$ cat src/rtl/noc_apb_pkg.sv
// Shared types and widths for the NOC-to-APB master ports.
// States and response codes are visible to checkers through the top's debug port.
package noc_apb_pkg;
   localparam int APB_AW = 32;
   localparam int APB_DW = 32;
   localparam int APB_SW = APB_DW / 8;

   typedef enum logic [1:0] {
      IDLE   = 2'd0,
      SETUP  = 2'd1,
      ACCESS = 2'd2,
      RESP   = 2'd3
   } apb_state_e;

   typedef enum logic [1:0] {
      OK      = 2'b00,
      SLVERR  = 2'b01,
      TIMEOUT = 2'b10
   } apb_rsp_e;
endpackage

$ cat src/rtl/noc_apb_timeout_cnt.sv
// Access-phase watchdog: clear/enable counter that saturates instead of wrapping.
// expired flags the last permitted wait cycle; TIMEOUT_CYCLES = 0 never expires.
module noc_apb_timeout_cnt #(
   parameter int TIMEOUT_CYCLES = 256,
   parameter int CNT_W          = 16
) (
   input  logic clk,
   input  logic rst,
   input  logic clr,
   input  logic en,
   output logic expired
);
   localparam logic [CNT_W-1:0] LAST = CNT_W'((TIMEOUT_CYCLES > 0) ? TIMEOUT_CYCLES - 1 : 0);

   logic [CNT_W-1:0] count_q;

   always_ff @(posedge clk or posedge rst) begin
      if (rst) begin
         count_q <= '0;
      end else if (clr) begin
         count_q <= '0;
      end else if (en && (count_q != '1)) begin
         count_q <= count_q + CNT_W'(1);
      end
   end

   assign expired = (TIMEOUT_CYCLES != 0) && (count_q == LAST);
endmodule

$ cat src/rtl/noc_apb_s4_master.sv
// APB4 master for NOC slave 4: one request in, one APB transfer, one response out.
// Every output comes straight from a flop; control flops are loaded from the next state.
module noc_apb_s4_master
   import noc_apb_pkg::*;
#(
   parameter int TIMEOUT_CYCLES = 256,
   parameter int CNT_W          = 16
) (
   input  logic              ACLK,
   input  logic              ASW_RESET,
   input  logic              REQ_VALID,
   output logic              REQ_READY,
   input  logic              REQ_WRITE,
   input  logic [APB_AW-1:0] REQ_ADDR,
   input  logic [APB_DW-1:0] REQ_WDATA,
   input  logic [APB_SW-1:0] REQ_STRB,
   output logic              RSP_VALID,
   input  logic              RSP_READY,
   output logic [APB_DW-1:0] RSP_RDATA,
   output logic [1:0]        RSP_ERR,
   output logic              S4_PSEL,
   output logic              S4_PENABLE,
   output logic              S4_PWRITE,
   output logic [APB_AW-1:0] S4_PADDR,
   output logic [APB_DW-1:0] S4_PDATA,
   output logic [APB_SW-1:0] S4_PSTRB,
   input  logic [APB_DW-1:0] S4_PRDATA,
   input  logic              S4_PREADY,
   input  logic              S4_PSLVERR,
   output apb_state_e        dbg_state
);
   // Handshakes: a transfer happens on the edge where valid && ready are both high;
   // the sender holds valid and payload stable until then, ready never depends on valid.

   apb_state_e        state_q, state_d;
   logic              req_ready_q, rsp_valid_q, psel_q, penable_q, pwrite_q;
   logic [APB_AW-1:0] paddr_q;
   logic [APB_DW-1:0] pdata_q, rsp_rdata_q;
   logic [APB_SW-1:0] pstrb_q;
   apb_rsp_e          rsp_err_q;
   logic              req_fire, capture, expired;

   noc_apb_timeout_cnt #(
      .TIMEOUT_CYCLES (TIMEOUT_CYCLES),
      .CNT_W          (CNT_W)
   ) u_timeout (
      .clk     (ACLK),
      .rst     (ASW_RESET),
      .clr     (state_q == SETUP),
      .en      ((state_q == ACCESS) && !S4_PREADY),
      .expired (expired)
   );

   assign req_fire = REQ_VALID && req_ready_q;
   assign capture  = (state_q == ACCESS) && (state_d == RESP);

   always_comb begin
      state_d = state_q;
      case (state_q)
         IDLE:    if (req_fire) state_d = SETUP;
         SETUP:   state_d = ACCESS;
         // PREADY is checked first so a ready slave beats the watchdog in the same cycle
         ACCESS:  if (S4_PREADY || expired) state_d = RESP;
         RESP:    if (RSP_READY) state_d = IDLE;
         default: state_d = IDLE;
      endcase
   end

   always_ff @(posedge ACLK or posedge ASW_RESET) begin
      if (ASW_RESET) begin
         state_q     <= IDLE;
         req_ready_q <= 1'b0;
         psel_q      <= 1'b0;
         penable_q   <= 1'b0;
         rsp_valid_q <= 1'b0;
      end else begin
         state_q     <= state_d;
         req_ready_q <= (state_d == IDLE);
         psel_q      <= (state_d == SETUP) || (state_d == ACCESS);
         penable_q   <= (state_d == ACCESS);
         rsp_valid_q <= (state_d == RESP);
      end
   end

   always_ff @(posedge ACLK or posedge ASW_RESET) begin
      if (ASW_RESET) begin
         pwrite_q <= 1'b0;
         paddr_q  <= '0;
         pdata_q  <= '0;
         pstrb_q  <= '0;
      end else if (req_fire) begin
         pwrite_q <= REQ_WRITE;
         paddr_q  <= REQ_ADDR;
         pdata_q  <= REQ_WDATA;
         pstrb_q  <= REQ_WRITE ? REQ_STRB : '0;
      end
   end

   // Without PREADY at the exit edge the only way out of ACCESS was the watchdog.
   always_ff @(posedge ACLK or posedge ASW_RESET) begin
      if (ASW_RESET) begin
         rsp_err_q   <= OK;
         rsp_rdata_q <= '0;
      end else if (capture) begin
         if (S4_PREADY) begin
            rsp_err_q   <= S4_PSLVERR ? SLVERR : OK;
            rsp_rdata_q <= (!pwrite_q && !S4_PSLVERR) ? S4_PRDATA : '0;
         end else begin
            rsp_err_q   <= TIMEOUT;
            rsp_rdata_q <= '0;
         end
      end
   end

   assign REQ_READY  = req_ready_q;
   assign RSP_VALID  = rsp_valid_q;
   assign RSP_RDATA  = rsp_rdata_q;
   assign RSP_ERR    = rsp_err_q;
   assign S4_PSEL    = psel_q;
   assign S4_PENABLE = penable_q;
   assign S4_PWRITE  = pwrite_q;
   assign S4_PADDR   = paddr_q;
   assign S4_PDATA   = pdata_q;
   assign S4_PSTRB   = pstrb_q;
   assign dbg_state  = state_q;
endmodule
$ cat config.mk
export PLATFORM = sky130hd
export DESIGN_NAME = noc_apb_s4_master
export DESIGN_NICKNAME = d
export VERILOG_FILES = /design/src/rtl/noc_apb_pkg.sv /design/src/rtl/noc_apb_timeout_cnt.sv /design/src/rtl/noc_apb_s4_master.sv
export SDC_FILE = /design/constraint.sdc
export NUM_CORES = 1
export LEC_CHECK = 0
export ABC_AREA = 1
export BUFFER_PORTS_ARGS = -buffer_cell sky130_fd_sc_hd__buf_2
export CORE_MARGIN = 3
export CORE_UTILIZATION = 45
export CTS_CLUSTER_SIZE = 30
export DETAILED_ROUTE_END_ITERATION = 7
export PLACE_DENSITY = 0.72
export SETUP_SLACK_MARGIN = 0.1
export SLEW_MARGIN = 20
export SYNTH_ARGS = -nofsm -noshare
export SYNTH_HDL_FRONTEND = slang
export SYNTH_HIERARCHICAL = 1
export SYNTH_SLANG_ARGS = --single-unit
$ cat constraint.sdc
create_clock -name ACLK -period 4.4 [get_ports ACLK]
set_input_delay 0.66 -clock ACLK [delete_from_list [all_inputs] [get_ports ACLK]]
set_output_delay 0.66 -clock ACLK [all_outputs]
set_load 0.05 [all_outputs]
; After elaboration in Yosys (flattened, before gate mapping)
; Index checks and enable logic that the tools add are counted.
[op_classes]
addsub = 1
n_eq_ne = 8
n_mux = 11
reduce_logical = 13
[op_table]
columns = operator, n
row1 = 32-bit two-way mux, 2
row2 = 16-bit two-way mux, 2
row3 = "16-bit by 1-bit adder with 16-bit output, second input constant", 1
row4 = "16-bit by 8-bit equality test with 1-bit output, second input constant", 1
row5 = "16-bit != test, second input constant", 1
row6 = "2-bit equality test, second input constant", 4
row7 = 2-bit two-way mux, 4
row8 = 2-bit one-hot mux with 4 select lines, 1
row9 = 1-bit logical AND, 5
row10 = "2-bit by 1-bit equality test with 1-bit output, second input constant", 2
row11 = 2-bit zero test, 2
row12 = 4-bit two-way mux, 1
row13 = 1-bit zero test, 3
row14 = 1-bit logical OR, 2
row15 = 2-bit nonzero test, 1
row16 = 1-bit two-way mux, 1
[totals]
ff_bits = 125
input_bits = 107
out_inout_bits = 109
word_cells = 45

; Logic depth before layout (Yosys ltp)
; Gate-level depths: netlist of the first run.
[depth]
ltp_word = 6
ltp_mapped = 12

; Modules after synthesis
; Netlist of the first run, hierarchy kept.
[by_module_without_submodules]
columns = mod, instances, cells_per_inst, area_per_inst_um2
row1 = noc_apb_s4_master, 1, 471, 4242.8
row2 = noc_apb_timeout_cnt, 1, 152, 1046.0

; Worst setup path before layout of the first run
; No wires, ideal clock.
[synth_path]
kind = in2reg
from = input port S4_PREADY
to = register u_timeout.count_q[6]
t_arrival_ns = 1.860
required_time_ns = 4.279
slack_ns = 2.419
cell_stages = 9
n_path_buf = 3
path_cell_list = buf_4 clkbuf_1 nor3_1 inv_1 o21ai_2 clkinv_2 buf_6 nand2_1 nand2_1
[synth_via]
elab_chain_len = 4
[synth_rtl]
columns = item, line
row1 = "start, declared", noc_apb_s4_master.sv:28  ; input logic S4_PREADY,
row2 = 1-bit zero test, noc_apb_s4_master.sv:50  ; .en ((state_q == ACCESS) && !S4_PREADY),
row3 = 1-bit logical AND, noc_apb_s4_master.sv:50
row4 = 1-bit logical AND, noc_apb_timeout_cnt.sv:22  ; end else if (en && (count_q != '1)) begin
row5 = 2-bit nonzero test (no source line), n/a
row6 = "end signal, assigned", noc_apb_timeout_cnt.sv:23  ; count_q <= count_q + CNT_W'(1);
row7 = "end, declared", noc_apb_timeout_cnt.sv:15  ; logic [CNT_W-1:0] count_q;
; Every way passes these cells.
; A chain may end at the register's enable or synchronous reset.

; Final worst setup path of the first run
[layout_path]
from = input port S4_PREADY
to = register u_timeout.count_q[3]
; The elaborated chain is that of the path after synthesis.

==> reports/summary.md, run 1 <==
The total routing usage reported by global routing is 21.34%, and the post-route minimum period is 2085 ps. The cell sitting at the root of the clock tree is a clkbuf_16. The run gives 0 as the final count of hold timing violations. Clock network power share: 26.0%. The run gives 30.55% as the worst slew margin relative to its limit. Entering global routing, the biggest net connects 82 pins.

The most used flip-flop cell after synthesis is dfrtp_1. The worst setup path is launched from a primary input. The start point of the critical path was S4_PREADY. Buffers inserted to repair hold after CTS numbered 0.

Fill cells in the final layout number 931. In this run, flip-flops and latches consume 29.4% of the power. Summed over all layers, the routed wires come to 13680 µm. The layout cell share with drive strength beyond 1 came out at 31.82%.

The cell internal power dissipation is 3.290 mW, and the worst reg-to-reg path cell count is 10. Synthesis produced 623 cells. The measured slew at the worst slew-check pin works out to 1042 ps. After synthesis, the cell types taking the most area are dfrtp_1, nand2_1, nand3_1.

The detail-routed via count per cell is 4.898, and the number of clock sinks seen by CTS is 125. The tools report the number of global-route vias before repair as 4558. Setup total negative slack on the finished layout was measured at 0 ps. TritonCTS built the clock tree. In this run the power density over the cells is 882.3 mW/mm². After detailed routing, the average wire length per cell comes to 13.97 µm. The weighted congestion reported at the end of routability-driven placement is 0.9281, and the width of the die is 114.4 µm. The capture instance of the worst register-to-register path was RSP_RDATA[7]$_DFFE_PP0P_.

The reported net switching power was 2.971 mW. The final core utilization is 63.52%. The run gives 216 as the number of top-level design ports. The worst register-to-register path begins at u_timeout/count_q[1]$_DFFE_PP0P_. Once the floorplan was initialized, standard cells occupied 47.33% of the core. The logs give 6.794 ps for the maximum clock skew at final layout and 0 for the number of antenna violations at the first check in global routing. The tools report the post-detailed-route count of antenna-violating nets as 0.

Across the run, the number of max-cap violations was 0. Post-CTS timing repair inserted 0 buffers for setup. The switching share of power was 47.45%; the post-cts repair resize count was 0.

The type of the setup path with the least slack was in2reg. The biggest area contributor in the post-synthesis netlist is dfrtp_1. For this block, the via count after detailed routing is 4795. The run finished with clean final reports. Setup repair after global routing left no endpoint under its margin.

The core region is 0.01117 mm². Data on the critical path arrives at its endpoint at 2430 ps. The run gives 731 as the total nets after synthesis. By count the netlist is led by nand2_1, dfrtp_1, nand3_1. The setup slack of the most critical reg-to-reg path is 2340 ps.

The first global-routing pass estimated 21860 µm of wire. IR analysis of the VDD net gives a maximum drop of 0.6254 mV. The layout overhead on the synthesized area works out to 34.19%. The ratio of final minimum period to clock period is 47.38%, and the die span in y is 114.4 µm. The cell with the most instances after synthesis was nand2_1. The static power due to leakage is 3.958 nW. Following the worst setup path forward leads to its endpoint at u_timeout/count_q[3]$_DFFE_PP0P_. After legalization and detailed placement, the total HPWL measured 9496 µm.

Number of H-tree levels: 4. The net count of the finished layout is 935. Netlist area before placement: 0.005289 mm². Counting distinct cell types in the post-synthesis netlist gives 32.

The detailed-routing iteration count for the pre-antenna-repair pass came out at 5. In the routed design, unresolved DRC markers number 0. The floorplan has 38 rows.

STA classifies the critical path endpoint as a register. For the worst setup path, the data required time is 4740 ps. Counting the buffers created by CTS gives 17. The mean instance size in the synthesized netlist works out to 8.489 µm². In this run the worst path has a maximum fanout of 36.

Sequential elements use 59.14% of the synthesized area. Final max-slew violation count: 0. The top cell type by area accounts for 59.14% of the synthesized area. The DRC marker count from the first detailed-route iteration is 455, and the count of inserted antenna diode cells is 0.

The total congestion overflow after global routing was 0; the number of storage elements in the synthesis netlist was 125. The run gives 0 as the number of endpoints failing setup at the final stage. The count of buffers added on input and output ports is 215. Static timing analysis puts the maximum clock frequency at 479.7 MHz.

Clock-pin slew was measured on the worst setup and hold paths at 60 ps. In this run the worst hold path is classified as in2async. The sequential cell area in the final layout was 0.003128 mm².

The tools report the maximum clock insertion buffer count as 2. The die covers 0.01309 mm². Synthesis warning total: 6. The share of total power dissipated in combinational logic is 44.6%. For the worst-skew pair, the clock arrives at the later sink with an insertion delay of 410 ps. For this run, asynchronously set or reset flops after synthesis account for 100.0%. The synthesized design contains 0 enable-type register cells.

Summing all multi-input logic gate instances after layout gives 0.001922 mm².
[power groups by stage]
| stage | clock network [mW] | registers, mW | logic (mW) |
|---|---|---|---|
| after floorplan | 0 | 3.31 | 0.677 |
| after global placement | 0 | 1.83 | 2.78 |
| after detailed placement | 0 | 1.84 | 2.82 |
| after CTS | 1.66 | 1.84 | 2.82 |
| after global routing | 1.71 | 1.89 | 2.98 |
| final | 1.63 | 1.84 | 2.80 |
[cells in the final DEF (no fill, tap or decap), types with 5 or more instances in the layout]
master	count
nand2_1	297
buf_2	215
dfrtp_1	125
nand3_1	45
nor2_1	26
o21ai_0	24
clkbuf_16	17
inv_1	16
o21ai_1	15
nand4_1	8
bufinv_16	6
a21oi_1	5
clkbuf_8	5
[kinds of logic after synthesis]
logic type | Yosys count | synth area share [%]
buf+inv | 53 | 4.755
simple gates | 392 | 30.42
compound gates | 48 | 4.779
flops | 125 | 59.14
xor+xnor | 4 | 0.6625
fa+ha+maj | 1 | 0.2365
[metrics by stage]
| stage | power (mW) | hold slack, ps | instances | setup slack, ps | instance area (µm²) |
|---|---|---|---|---|---|
| final | 6.262 | 356.3 | 979 | 2315 | 7097 |
| after global routing | 6.583 | 392.3 | 979 | 2065 | 7097 |
| after CTS | 6.315 | 363.2 | 979 | 2017 | 7087 |
| after detailed placement | 4.653 | 459.1 | 948 | 1957 | 6389 |
| after global placement | 4.610 | 451.9 | 948 | 2016 | 6389 |
| after floorplan | 3.989 | 466.8 | 623 | 866.1 | 5289 |
[how the worst min path moves through the flow]
stage                     slack, ps                                 to                              from  cells after the start
after floorplan                 470   u_timeout/count_q[1]$_DFFE_PP0P_  u_timeout/count_q[1]$_DFFE_PP0P_                      2
after global placement          450             RSP_ERR[0]$_DFFE_PP0P_            RSP_ERR[0]$_DFFE_PP0P_                      2
after detailed placement        460           S4_PADDR[12]$_DFFE_PP0P_          S4_PADDR[12]$_DFFE_PP0P_                      2
after CTS                       360  u_timeout/count_q[15]$_DFFE_PP0P_                         ASW_RESET                      2
after global routing            390  u_timeout/count_q[15]$_DFFE_PP0P_                         ASW_RESET                      2
final                           360  u_timeout/count_q[15]$_DFFE_PP0P_                         ASW_RESET                      2
[sequential cells by signal (all words and copies together), names as in the netlist]
signal             flops
RSP_RDATA             32
S4_PDATA              32
S4_PWRITE              1
S4_PADDR              32
S4_PSTRB               4
REQ_READY              1
RSP_VALID              1
u_timeout/count_q     16
RSP_ERR                2
S4_PSEL                1
dbg_state              2
S4_PENABLE             1
[layout make-up]
class / count / share of cell area [%]
flip-flops and latches: 125 / 44.08
multi-input cells: 445 / 27.08
repair buffers: 217 / 15.37
clock buffers: 22 / 6.964
clock inverters: 9 / 2.874
well taps: 140 / 2.468
inverters: 21 / 1.164
[critical path: stages]
cell     delay, ps
buf_2          310
nor3_1         330
inv_1          120
nor2_1         640
nand4_1        220
nand2_1        140
[layer usage]
| metal | part of all wire [%] | vias to the layer above | global-route usage, % |
|---|---|---|---|
| met2 | 52 | 170 | 34.81 |
| met3 | 6.2 | 21 | 6.712 |
| li1 | - | 2369 | - |
| met4 | 1.8 | 0 | 8.868 |
| met1 | 40 | 2235 | 26.25 |
| met5 | 0 | - | 0 |
Note: power is estimated with default switching activity, not from simulation.
==> run 2: changes to the inputs <==
Clock period 4.4 ns to 2.02 ns, I/O delays scaled along.
==> run 2 against run 1 <==
The run now ends with negative hold slack left. Clock power increased by 85%. Sequential cell count unchanged. Sequential power up 120%. Clock skew shrank 2.9 ps. Critical path depth is 5 higher. Core utilization about the same. Setup slack worse by 2000 ps.
==> reports/summary.md, run 2 (same netlist as run 1, synthesis figures left out) <==
The setup slack of the most critical reg-to-reg path was 270 ps (-2070 ps); the layout cell share with drive strength beyond 1 was 32.71% (+0.88 points). The tightest min-delay check is of the in2async type. STA classifies the critical path endpoint as a register. The layout net count is 945 (+1.1%), and the post-placement cell area is 0.006502 mm² (+1.8%). The tools report the total DRC errors in the routed layout as 0 (unchanged). The logs give 410 ps (about the same) for the insertion delay to the later sink of the worst-skew pair and 58.38% (+28 points) for the worst slew margin relative to its limit.

The maximum clock skew at final layout is 3.879 ps (-2.915 ps), and the post-detailed-route count of antenna-violating nets is 0 (unchanged). Worst reg-to-reg path cell count: 11 (+1). The final worst setup slack was 270.6 ps (-2045 ps); the half-perimeter wire length after detailed placement was 9967 µm (+5.0%). In the layout the commonest cells are nand2_1, buf_2, dfrtp_1. Measured slew at the worst slew-check pin: 623.6 ps (-418.2 ps). TritonCTS built the clock tree.

For the detailed-routing iteration count for the pre-antenna-repair pass, the log shows 5 (unchanged). The switching share of power is 49.67% (+2.2 points), and the ratio of final minimum period to clock period is 86.60%. The run gives 14190 µm (+3.7%) as the total wire length after detailed routing.

The number of top-level design ports is 216 (unchanged), and the static power due to leakage is 3.948 nW (-0.24%). The post-CTS repair timing setup buffer count is 0 (unchanged). The run gives 0 (unchanged) as the number of antenna violations at the first check in global routing. The logs give 2030 ps (-400 ps) for the data arrival time at the worst-slack endpoint and 536 (+18%) for the DRC marker count from the first detailed-route iteration. For the initial core utilization, the log shows 47.33% (unchanged).

Layout overhead on the synthesized area: 34.28% (about the same). The post-route minimum period is 1749 ps, and the relative contribution of sequential cells to total power is 30.3% (+0.9 points). The beginning of the worst register-to-register path is u_timeout/count_q[1]$_DFFE_PP0P_. The run gives 17 (unchanged) as the number of CTS-inserted buffers. The number of clock sinks seen by CTS is 125 (unchanged). For the maximum clock insertion buffer count, the log shows 2 (unchanged). The worst supply voltage drop on vdd was 1.559 mV (+150%); the total negative slack for setup checks was 0 ps (unchanged). The total power density per cell area is 1863 mW/mm² (+110%), and the count of inserted antenna diode cells is 0 (unchanged).

The post-route standard cell area excluding fillers came out at 0.007102 mm² (about the same). Walking the worst path, the cells encountered are ha_1 -> nand2_1 -> nor2_4 -> nand2_4 -> nor2_1 -> inv_1 -> nand2_1 -> nand2_2 -> buf_12 -> nand2_1 -> o21ai_0. The buffer and inverter count on the worst path works out to 2 (unchanged). Total routing usage reported by global routing: 22.26% (+0.92 points). For the count of vias placed by the detailed router, the log shows 4871 (+1.6%).

The run gives 23150 µm (+5.9%) as the first-pass GRT wire length. The flow ran to the end, but the final reports show violations. The tools report the number of H-tree levels as 4 (unchanged). For the combinational share of power, the log shows 47.0% (+2.4 points). For this design, the slowest cell found on the critical path is dfrtp_1. The largest incremental delay on the critical path came out at 380 ps (-260 ps).

The tools report the max-cap violation count as 0 (unchanged). Worst slack at placement: 242.4 ps (-1714 ps). STA classifies the critical path startpoint as a register. Setup repair after global routing left no endpoint under its margin. Weighted congestion reported at the end of routability-driven placement: 0.8926 (-3.8%).

Type of the setup path with the least slack: reg2reg. The endpoint required time on the critical path is 2300 ps (-2440 ps). Most frequent cell on the critical path: nand2_1. The die span in y works out to 114.4 µm (unchanged). The final reports fail on negative hold slack.

The width of the die is 114.4 µm (unchanged). The run gives 4772 (+4.7%) as the number of global-route vias before repair. In this design, the largest share of critical-path delay is due to simple AND/OR/NAND/NOR gates. Leaving out fill and tap cells, the most frequent cell in the layout is nand2_1. The placeable core region was 0.01117 mm² (unchanged); the count of input and output buffers was 215 (unchanged). The largest net degree at the start of global routing is 110 (+34%). The total congestion overflow after global routing came out at 0 (unchanged). Number of cell rows: 38 (unchanged).

The highest net fanout along the worst path is 69 (+92%), and the fmax is 571.6 MHz. The per-cell routed wire length was 14.34 µm (+2.6%). The number of gates on the worst path with buffers counted works out to 11 (+5). The logs give 0 (unchanged) for the final max-slew violation count and 16 (+16) for the final count of hold timing violations. The count of filler cells inserted in the layout was 977 (+4.9%); the detail-routed via count per cell was 4.920 (+0.46%). The library cell used as clock root buffer is clkbuf_16. The capture instance of the worst register-to-register path is RSP_RDATA[7]$_DFFE_PP0P_.

The clock transition at the registers of the reported paths works out to 60 ps (about the same). The run gives 0 (unchanged) as the number of endpoints failing setup at the final stage. The reported net switching power is 6.570 mW (+120%), and the die outline area is 0.01309 mm² (unchanged). The cell internal power dissipation came out at 6.659 mW (+100%). The clock network power share came out at 22.7% (-3.3 points). The tools report the worst hold slack across all endpoints as -7.672 ps (-364.0 ps).
==> run 2: cell count changes in the layout (fill, tap and decap cells not counted), sizes merged <==
cell	before	now
buf	217	227
clkinvlp	2	7
bufinv	6	2
clkinv	1	5
clkbuf	22	19
inv	21	20
==> run 2: stage by stage <==
step | utilization [%] | std cells | power [mW]
floorplan | - | 623 | 8.690
global placement | 58.20 | 958 | 10.16
detailed placement | 58.20 | 958 | 10.28
CTS | 63.52 | 990 | 13.35
global route | 63.56 | 990 | 13.99
finish | 63.56 | 990 | 13.23
==> run 2: final cells by class <==
type | instances | area (µm²) | share of cell area (%)
Tap cell | 140 | 175.2 | 2.467
Clock inverter | 13 | 141.4 | 1.991
Multi-Input combinational cell | 445 | 1917 | 26.99
Timing Repair Buffer | 227 | 1204 | 16.95
Inverter | 21 | 83.83 | 1.180
Sequential cell | 125 | 3128 | 44.05
Clock buffer | 19 | 452.9 | 6.378
==> run 2: routing by layer <==
layer | up-vias | share of wire, % | GRT usage [%]
li1 | 2394 | - | -
met1 | 2266 | 40 | 28.19
met2 | 186 | 51 | 36.63
met3 | 25 | 6.8 | 5.233
met4 | 0 | 2.1 | 9.422
met5 | - | 0 | 0
==> run 2: how the worst max path moves through the flow <==
| stage | startpoint | end | slack, ps |
|---|---|---|---|
| global route | u_timeout/count_q[1]$_DFFE_PP0P_ | S4_PSEL$_DFF_PP0_ | 120 |
| global placement | u_timeout/count_q[1]$_DFFE_PP0P_ | RSP_RDATA[13]$_DFFE_PP0P_ | 340 |
| detailed placement | u_timeout/count_q[1]$_DFFE_PP0P_ | RSP_RDATA[7]$_DFFE_PP0P_ | 240 |
| finish | u_timeout/count_q[1]$_DFFE_PP0P_ | RSP_RDATA[7]$_DFFE_PP0P_ | 270 |
| CTS | u_timeout/count_q[1]$_DFFE_PP0P_ | RSP_RDATA[7]$_DFFE_PP0P_ | 230 |
| floorplan | dbg_state[0]$_DFF_PP0_ | u_timeout/count_q[6]$_DFFE_PP0P_ | 300 |
==> run 2: power by group through the flow <==
| stage | combinational (mW) | sequential [mW] | clock, mW |
|---|---|---|---|
| detailed placement | 6.26 | 4.02 | 0 |
| global route | 6.64 | 4.14 | 3.21 |
| finish | 6.21 | 4.01 | 3.01 |
| global placement | 6.16 | 4.00 | 0 |
| CTS | 6.27 | 4.01 | 3.07 |
| floorplan | 1.47 | 7.22 | 0 |
==> run 2: timing repair <==
action,4_1_cts,5_1_grt
gates resized for setup,0,1
hold buffers,0,0
endpoints found under the setup margin,0,11
